`config.mk`:
```
export PLATFORM = sky130hd
export DESIGN_NAME = spi_msg_router
export DESIGN_NICKNAME = d
export VERILOG_FILES = /design/src/rtl/spi_msg_router.sv
export SDC_FILE = /design/constraint.sdc
export NUM_CORES = 1
export LEC_CHECK = 0
export CORE_AREA = 2 2 128 130
export DETAILED_ROUTE_END_ITERATION = 10
export DIE_AREA = 0 0 130 132
export PLACE_DENSITY = 0.67
export SLEW_MARGIN = 20
export SYNTH_ARGS = -nofsm -noshare
export SYNTH_HDL_FRONTEND = slang
export SYNTH_SLANG_ARGS = --single-unit
```
`constraint.sdc`:
```
create_clock -name clk -period 4.25 [get_ports clk]
set_input_delay 0.85 -clock clk [delete_from_list [all_inputs] [get_ports clk]]
set_output_delay 0.85 -clock clk [all_outputs]
set_load 0.01 [all_outputs]
```
`src/rtl/spi_msg_router.sv`:
```
// spi_msg_router: routes SPI-side requests to one of num_ports downstream
// components by the destination tag in the message MSBs. Responses from the
// components go through a round-robin arbiter, are tagged with their source
// port, and are returned to the SPI stack. Each direction is buffered by a
// single registered entry that can be drained and refilled in the same cycle.

module spi_msg_router #(
    parameter int  nbits      = 32,
    parameter int  addr_nbits = 2,
    localparam int num_ports  = 2**addr_nbits,
    localparam int pw         = nbits - addr_nbits
) (
    input  logic                    clk,
    input  logic                    reset,

    // Request path: SPI stack -> router -> downstream ports
    input  logic                    req_recv_val,
    input  logic [nbits-1:0]        req_recv_msg,
    output logic                    req_recv_rdy,

    // Response path: router -> SPI stack
    output logic                    resp_send_val,
    output logic [nbits-1:0]        resp_send_msg,
    input  logic                    resp_send_rdy,

    // Downstream request interface
    output logic [num_ports-1:0]    dn_req_val,
    output logic [num_ports*pw-1:0] dn_req_msg,
    input  logic [num_ports-1:0]    dn_req_rdy,

    // Downstream response interface
    input  logic [num_ports-1:0]    dn_resp_val,
    input  logic [num_ports*pw-1:0] dn_resp_msg,
    output logic [num_ports-1:0]    dn_resp_rdy
);

    // ------------------------------------------------------------------
    // State
    // ------------------------------------------------------------------
    logic                  req_full_q,  req_full_d;
    logic [addr_nbits-1:0] req_dest_q,  req_dest_d;
    logic [pw-1:0]         req_pay_q,   req_pay_d;

    logic                  resp_full_q, resp_full_d;
    logic [addr_nbits-1:0] resp_src_q,  resp_src_d;
    logic [pw-1:0]         resp_pay_q,  resp_pay_d;

    logic [addr_nbits-1:0] rr_ptr_q,    rr_ptr_d;

    // ------------------------------------------------------------------
    // Combinational helpers
    // ------------------------------------------------------------------
    logic                  req_fire_s;
    logic                  req_accept_s;
    logic                  resp_send_fire_s;
    logic                  resp_space_s;
    logic                  resp_load_s;
    logic [num_ports-1:0]  grant_s;
    logic [addr_nbits-1:0] grant_idx_s;
    logic                  grant_any_s;
    logic [addr_nbits-1:0] arb_cand_s;
    logic [pw-1:0]         grant_pay_s;

    // ------------------------------------------------------------------
    // Request path
    // ------------------------------------------------------------------

    // Request handshake terms; a draining buffer may accept in the same cycle
    always_comb begin
        req_fire_s   = req_full_q && dn_req_rdy[req_dest_q];
        req_recv_rdy = !req_full_q || req_fire_s;
        req_accept_s = req_recv_val && req_recv_rdy;
    end

    // Decode the buffered destination into a per-port valid; payload on all slices
    always_comb begin
        dn_req_val = '0;
        for (int i = 0; i < num_ports; i++) begin
            if (req_full_q && (req_dest_q == addr_nbits'(i))) begin
                dn_req_val[i] = 1'b1;
            end else begin
                dn_req_val[i] = 1'b0;
            end
        end
        dn_req_msg = {num_ports{req_pay_q}};
    end

    // Request buffer next state: load on accept, otherwise empty on fire
    always_comb begin
        req_full_d = req_full_q;
        req_dest_d = req_dest_q;
        req_pay_d  = req_pay_q;
        if (req_accept_s) begin
            req_full_d = 1'b1;
            req_dest_d = req_recv_msg[nbits-1 -: addr_nbits];
            req_pay_d  = req_recv_msg[pw-1:0];
        end else if (req_fire_s) begin
            req_full_d = 1'b0;
        end else begin
            req_full_d = req_full_q;
        end
    end

    // ------------------------------------------------------------------
    // Response arbitration
    // ------------------------------------------------------------------

    // Round-robin search starting at rr_ptr; the first valid port wins
    always_comb begin
        grant_s     = '0;
        grant_idx_s = rr_ptr_q;
        grant_any_s = 1'b0;
        arb_cand_s  = rr_ptr_q;
        for (int k = 0; k < num_ports; k++) begin
            // pointer arithmetic wraps naturally because num_ports is a power of two
            arb_cand_s = rr_ptr_q + addr_nbits'(k);
            if (!grant_any_s && dn_resp_val[arb_cand_s]) begin
                grant_any_s          = 1'b1;
                grant_idx_s          = arb_cand_s;
                grant_s[arb_cand_s]  = 1'b1;
            end else begin
                grant_any_s = grant_any_s;
            end
        end
    end

    // AND-OR select of the granted port's payload
    always_comb begin
        grant_pay_s = '0;
        for (int i = 0; i < num_ports; i++) begin
            if (grant_s[i]) begin
                grant_pay_s = grant_pay_s | dn_resp_msg[i*pw +: pw];
            end else begin
                grant_pay_s = grant_pay_s;
            end
        end
    end

    // Grant is only offered when the response buffer has room this cycle
    always_comb begin
        resp_send_fire_s = resp_full_q && resp_send_rdy;
        resp_space_s     = !resp_full_q || resp_send_fire_s;
        if (resp_space_s) begin
            dn_resp_rdy = grant_s;
        end else begin
            dn_resp_rdy = '0;
        end
        resp_load_s = resp_space_s && grant_any_s;
    end

    // Response buffer and pointer next state: a load wins over a drain
    always_comb begin
        resp_full_d = resp_full_q;
        resp_src_d  = resp_src_q;
        resp_pay_d  = resp_pay_q;
        rr_ptr_d    = rr_ptr_q;
        if (resp_load_s) begin
            resp_full_d = 1'b1;
            resp_src_d  = grant_idx_s;
            resp_pay_d  = grant_pay_s;
            rr_ptr_d    = grant_idx_s + {{(addr_nbits-1){1'b0}}, 1'b1};
        end else if (resp_send_fire_s) begin
            resp_full_d = 1'b0;
        end else begin
            resp_full_d = resp_full_q;
        end
    end

    // Response outputs come straight from the buffer registers
    always_comb begin
        resp_send_val = resp_full_q;
        resp_send_msg = {resp_src_q, resp_pay_q};
    end

    // ------------------------------------------------------------------
    // Registers
    // ------------------------------------------------------------------

    // Control state: occupancy flags and arbiter pointer, cleared by reset
    always_ff @(posedge clk) begin
        if (reset) begin
            req_full_q  <= 1'b0;
            resp_full_q <= 1'b0;
            rr_ptr_q    <= '0;
        end else begin
            req_full_q  <= req_full_d;
            resp_full_q <= resp_full_d;
            rr_ptr_q    <= rr_ptr_d;
        end
    end

    // Data registers: contents are qualified by the full flags, so no reset
    always_ff @(posedge clk) begin
        req_dest_q <= req_dest_d;
        req_pay_q  <= req_pay_d;
        resp_src_q <= resp_src_d;
        resp_pay_q <= resp_pay_d;
    end

    // ------------------------------------------------------------------
    // Protocol checker
    // ------------------------------------------------------------------
    spi_msg_router_chk #(
        .nbits     (nbits),
        .num_ports (num_ports)
    ) u_chk (
        .clk           (clk),
        .reset         (reset),
        .dn_req_val    (dn_req_val),
        .dn_req_rdy    (dn_req_rdy),
        .dn_resp_val   (dn_resp_val),
        .dn_resp_rdy   (dn_resp_rdy),
        .resp_send_val (resp_send_val),
        .resp_send_rdy (resp_send_rdy),
        .resp_send_msg (resp_send_msg)
    );

endmodule

// spi_msg_router_chk: handshake invariants of the router's outputs
module spi_msg_router_chk #(
    parameter int nbits     = 32,
    parameter int num_ports = 4
) (
    input logic                 clk,
    input logic                 reset,
    input logic [num_ports-1:0] dn_req_val,
    input logic [num_ports-1:0] dn_req_rdy,
    input logic [num_ports-1:0] dn_resp_val,
    input logic [num_ports-1:0] dn_resp_rdy,
    input logic                 resp_send_val,
    input logic                 resp_send_rdy,
    input logic [nbits-1:0]     resp_send_msg
);

    a_req_val_onehot0: assert property (@(posedge clk) disable iff (reset)
        $onehot0(dn_req_val));

    a_resp_rdy_onehot0: assert property (@(posedge clk) disable iff (reset)
        $onehot0(dn_resp_rdy));

    a_resp_rdy_needs_val: assert property (@(posedge clk) disable iff (reset)
        ((dn_resp_rdy & ~dn_resp_val) == '0));

    a_req_hold: assert property (@(posedge clk) disable iff (reset)
        ((|dn_req_val) && ((dn_req_val & dn_req_rdy) == '0)) |=> $stable(dn_req_val));

    a_resp_hold: assert property (@(posedge clk) disable iff (reset)
        (resp_send_val && !resp_send_rdy) |=> (resp_send_val && $stable(resp_send_msg)));

endmodule
```
==> run summary <==
port bufs = 325
slowest CP cell = mux4_2
Post-synth top cells = buf_4 (90), edfxtp_1 (64), o21ai_0 (62)
first-pass GRT wire length = 21.83 mm
Final Wtd Congestion = 0.8444
EDFF count, synth = 64
Cell Pwr Density = 483.0 nW/um2
post-route core utilization = 46.93%
CTS root buf = clkbuf_16
Most Frequent Cell on Critical Path = clkdlybuf4s50_1
CP max FO = 9
outcome = completed
final global-route overflow total = 0
multi-input logic area = 1369 um2
CTS tree = done
fin nets = 791
Netlist cell types = 52
DR pass1 iterations = 5
Final period util = 96.89%
met2 WL = 7.906 mm
Synth Net Count = 555
hold path start = req_full_q
Critical Path Sink Type = primary output
Synth Warn # = 0
Worst Path Required = 3.40 ns
asr flop ratio synth = 0%
Chip Width = 130 um
maximum clock path buffer count = 2
RR Endpoint = resp_pay_q[5]
Area Overhead vs Synth = 76.86%
top-count cell post-synth = buf_4
share of layout cells above drive strength 1 = 8.147%
initial antenna violation count = 2
1st-iter DRT viols = 265
Worst Max-Slew Pin Slew = 1.023 ns
number of max-cap violations = 0
Sequential Area = 2003 um2
clock sinks = 68
final wirelength = 14.98 mm
TNS Setup = 0 ns
final non-filler cell total = 843
Seq/Total Area, Yosys = 48.02%
worst r2r src = rr_ptr_q[1]
Mean Syn Cell Area = 10.83 um2
number of post-CTS setup repair buffers = 0
Hold EP = req_full_q
Overall Power = 3.562 mW
die area = 17160 um2
vias = 3879
Final Hold Viols = 0
vias per cell = 4.601
Layout fillers = 1455
critical path startpoint category = primary input
Yosys top cell area share = 46.10%
io pins = 326
Final Slew Violations = 0
met1 WL = 5.467 mm
Seq cells post-synth = 68
Hold Path Stages = 2
wire per inst = 17.77 um
antenna viol nets, final = 0
reg2reg path depth = 9
Initial Util = 26.53%
Worst Path Arrival = 3.27 ns
dominant cells by area after synthesis = edfxtp_1 (46%), buf_4 (16%), o21ai_0 (7.4%)
area leader, netlist = edfxtp_1
unrepaired setup endpoints after global routing = false
type of the worst min-delay path = reg2reg
gr usage total = 16.94%
Primary FF master, synth = edfxtp_1
dpl hpwl = 11.92 mm
fin crit period = 4.118 ns
Post-route DRC = 0
CP peak stage delay = 0.61 ns
Die H = 132 um
cell area after synthesis = 4169 um2
largest net degree at the start of global routing = 36
flop2flop setup slack = 1.34 ns
core area = 15710 um2
Cells after Synth = 385
met3 WL = 1.240 mm
Worst Skew = 0.006963 ns
top layer in use = met5
final setup vio count = 0
Skew-Pair Late Insertion Delay = 0.33 ns
crit path kind = in2out
H-tree levels = 3
max frequency = 242.8 MHz
Rows = 46
maximum VDD drop = 0.0002411 V
Inst Count DP = 826
leakage = 2.662 nW
vias in the first global route = 3845
max_slew headroom = 31.66%
clock transition at the registers of the reported paths = 0.06 ns
crit path cell chain = clkdlybuf4s50_1 > mux4_2 > nor2b_2 > a221oi_1 > o2bb2ai_2 > nor2b_1 > clkdlybuf4s50_1
total CTS buffers = 9
-- per-stage QoR --
stage	area [um2]	hold WS (ns)	worst slack (ns)
2_1_floorplan	4169	0.5746	0.7570
3_3_place_gp	7025	0.5493	0.1764
3_5_place_dp	7025	0.5633	0.07953
4_1_cts	7367	0.5725	0.06121
5_1_grt	7371	0.5971	0.04416
6_report	7373	0.5822	0.1321
-- logic make-up after synthesis --
| logic type | count (synthesis) | share of synthesized area, % |
|---|---|---|
| flops | 68 | 48.02 |
| xor+xnor | 1 | 0.2101 |
| simple gates | 65 | 8.584 |
| buf+inv | 120 | 19.81 |
| mux | 8 | 3.451 |
| compound gates | 117 | 18.13 |
| fa+ha+maj | 6 | 1.801 |
-- sequential cells by signal, summed over array words and instances (netlist names) --
signal / cells
req_pay_q: 30
resp_pay_q: 30
req_dest_q: 2
resp_src_q: 2
rr_ptr_q: 2
req_full_q: 1
resp_send_val: 1
-- repair_timing --
item,4_1_cts,5_1_grt
resized for setup,0,2
setup endpoints to repair,0,4
hold buffers,0,0
-- final cells by class --
type | instances | area share, %
multi-input cells | 197 | 18.56
diodes | 1 | 0.03394
well taps | 216 | 3.665
clock buffers | 10 | 3.105
repair buffers | 340 | 45.68
inverters | 5 | 0.2545
flip-flops and latches | 68 | 27.17
clock inverters | 6 | 1.527
-- power breakdown --
group | internal, mW | total, mW | switching [mW]
Clock | 0.574 | 0.854 | 0.280
Combinational | 0.833 | 1.64 | 0.810
Sequential | 0.987 | 1.06 | 0.0775
Total | 2.39 | 3.56 | 1.17
-- routing by layer --
metal	track usage, %	vias to the layer above
met5	0	-
met4	6.691	2
met3	4.464	25
met2	30.22	230
met1	18.98	1804
li1	-	1818
-- critical path, delay by kind of cell --
kind            cells  cell delay [ns]
compound gates      2             0.29
buf+inv             2             1.12
mux                 1             0.61
simple gates        2             0.40
-- worst max-delay path by stage --
stage | from | to | slack, ns | cells after the start
4_1_cts | dn_resp_val[2] | dn_resp_rdy[3] | 0.06 | 7
5_1_grt | dn_resp_val[1] | dn_resp_rdy[2] | 0.04 | 7
2_1_floorplan | rr_ptr_q[0] | dn_resp_rdy[3] | 0.76 | 10
3_5_place_dp | dn_resp_val[2] | dn_resp_rdy[3] | 0.08 | 7
6_report | dn_resp_val[1] | dn_resp_rdy[2] | 0.13 | 7
3_3_place_gp | dn_resp_val[2] | dn_resp_rdy[3] | 0.18 | 7
-- placed cells by master (no fill, tap or decap), types with 2 or more instances in the layout --
master             n
bufinv_16          3
a21oi_1            2
edfxtp_1          64
mux2i_1            2
nor2_1             6
buf_4             15
a22oi_1           33
ha_1               6
inv_1              5
nand3_1           30
mux4_2             5
dfxtp_1            3
o21ai_2            2
clkdlybuf4s50_1  324
nor3_1             2
nand2_1            4
o2bb2ai_2          2
clkinv_4           2
clkbuf_16          9
and2_1             2
o21ba_2            2
o21ai_0           62
nor3b_1            3
nor2b_1            5
No activity file was read; power rests on OpenSTA's default activity.
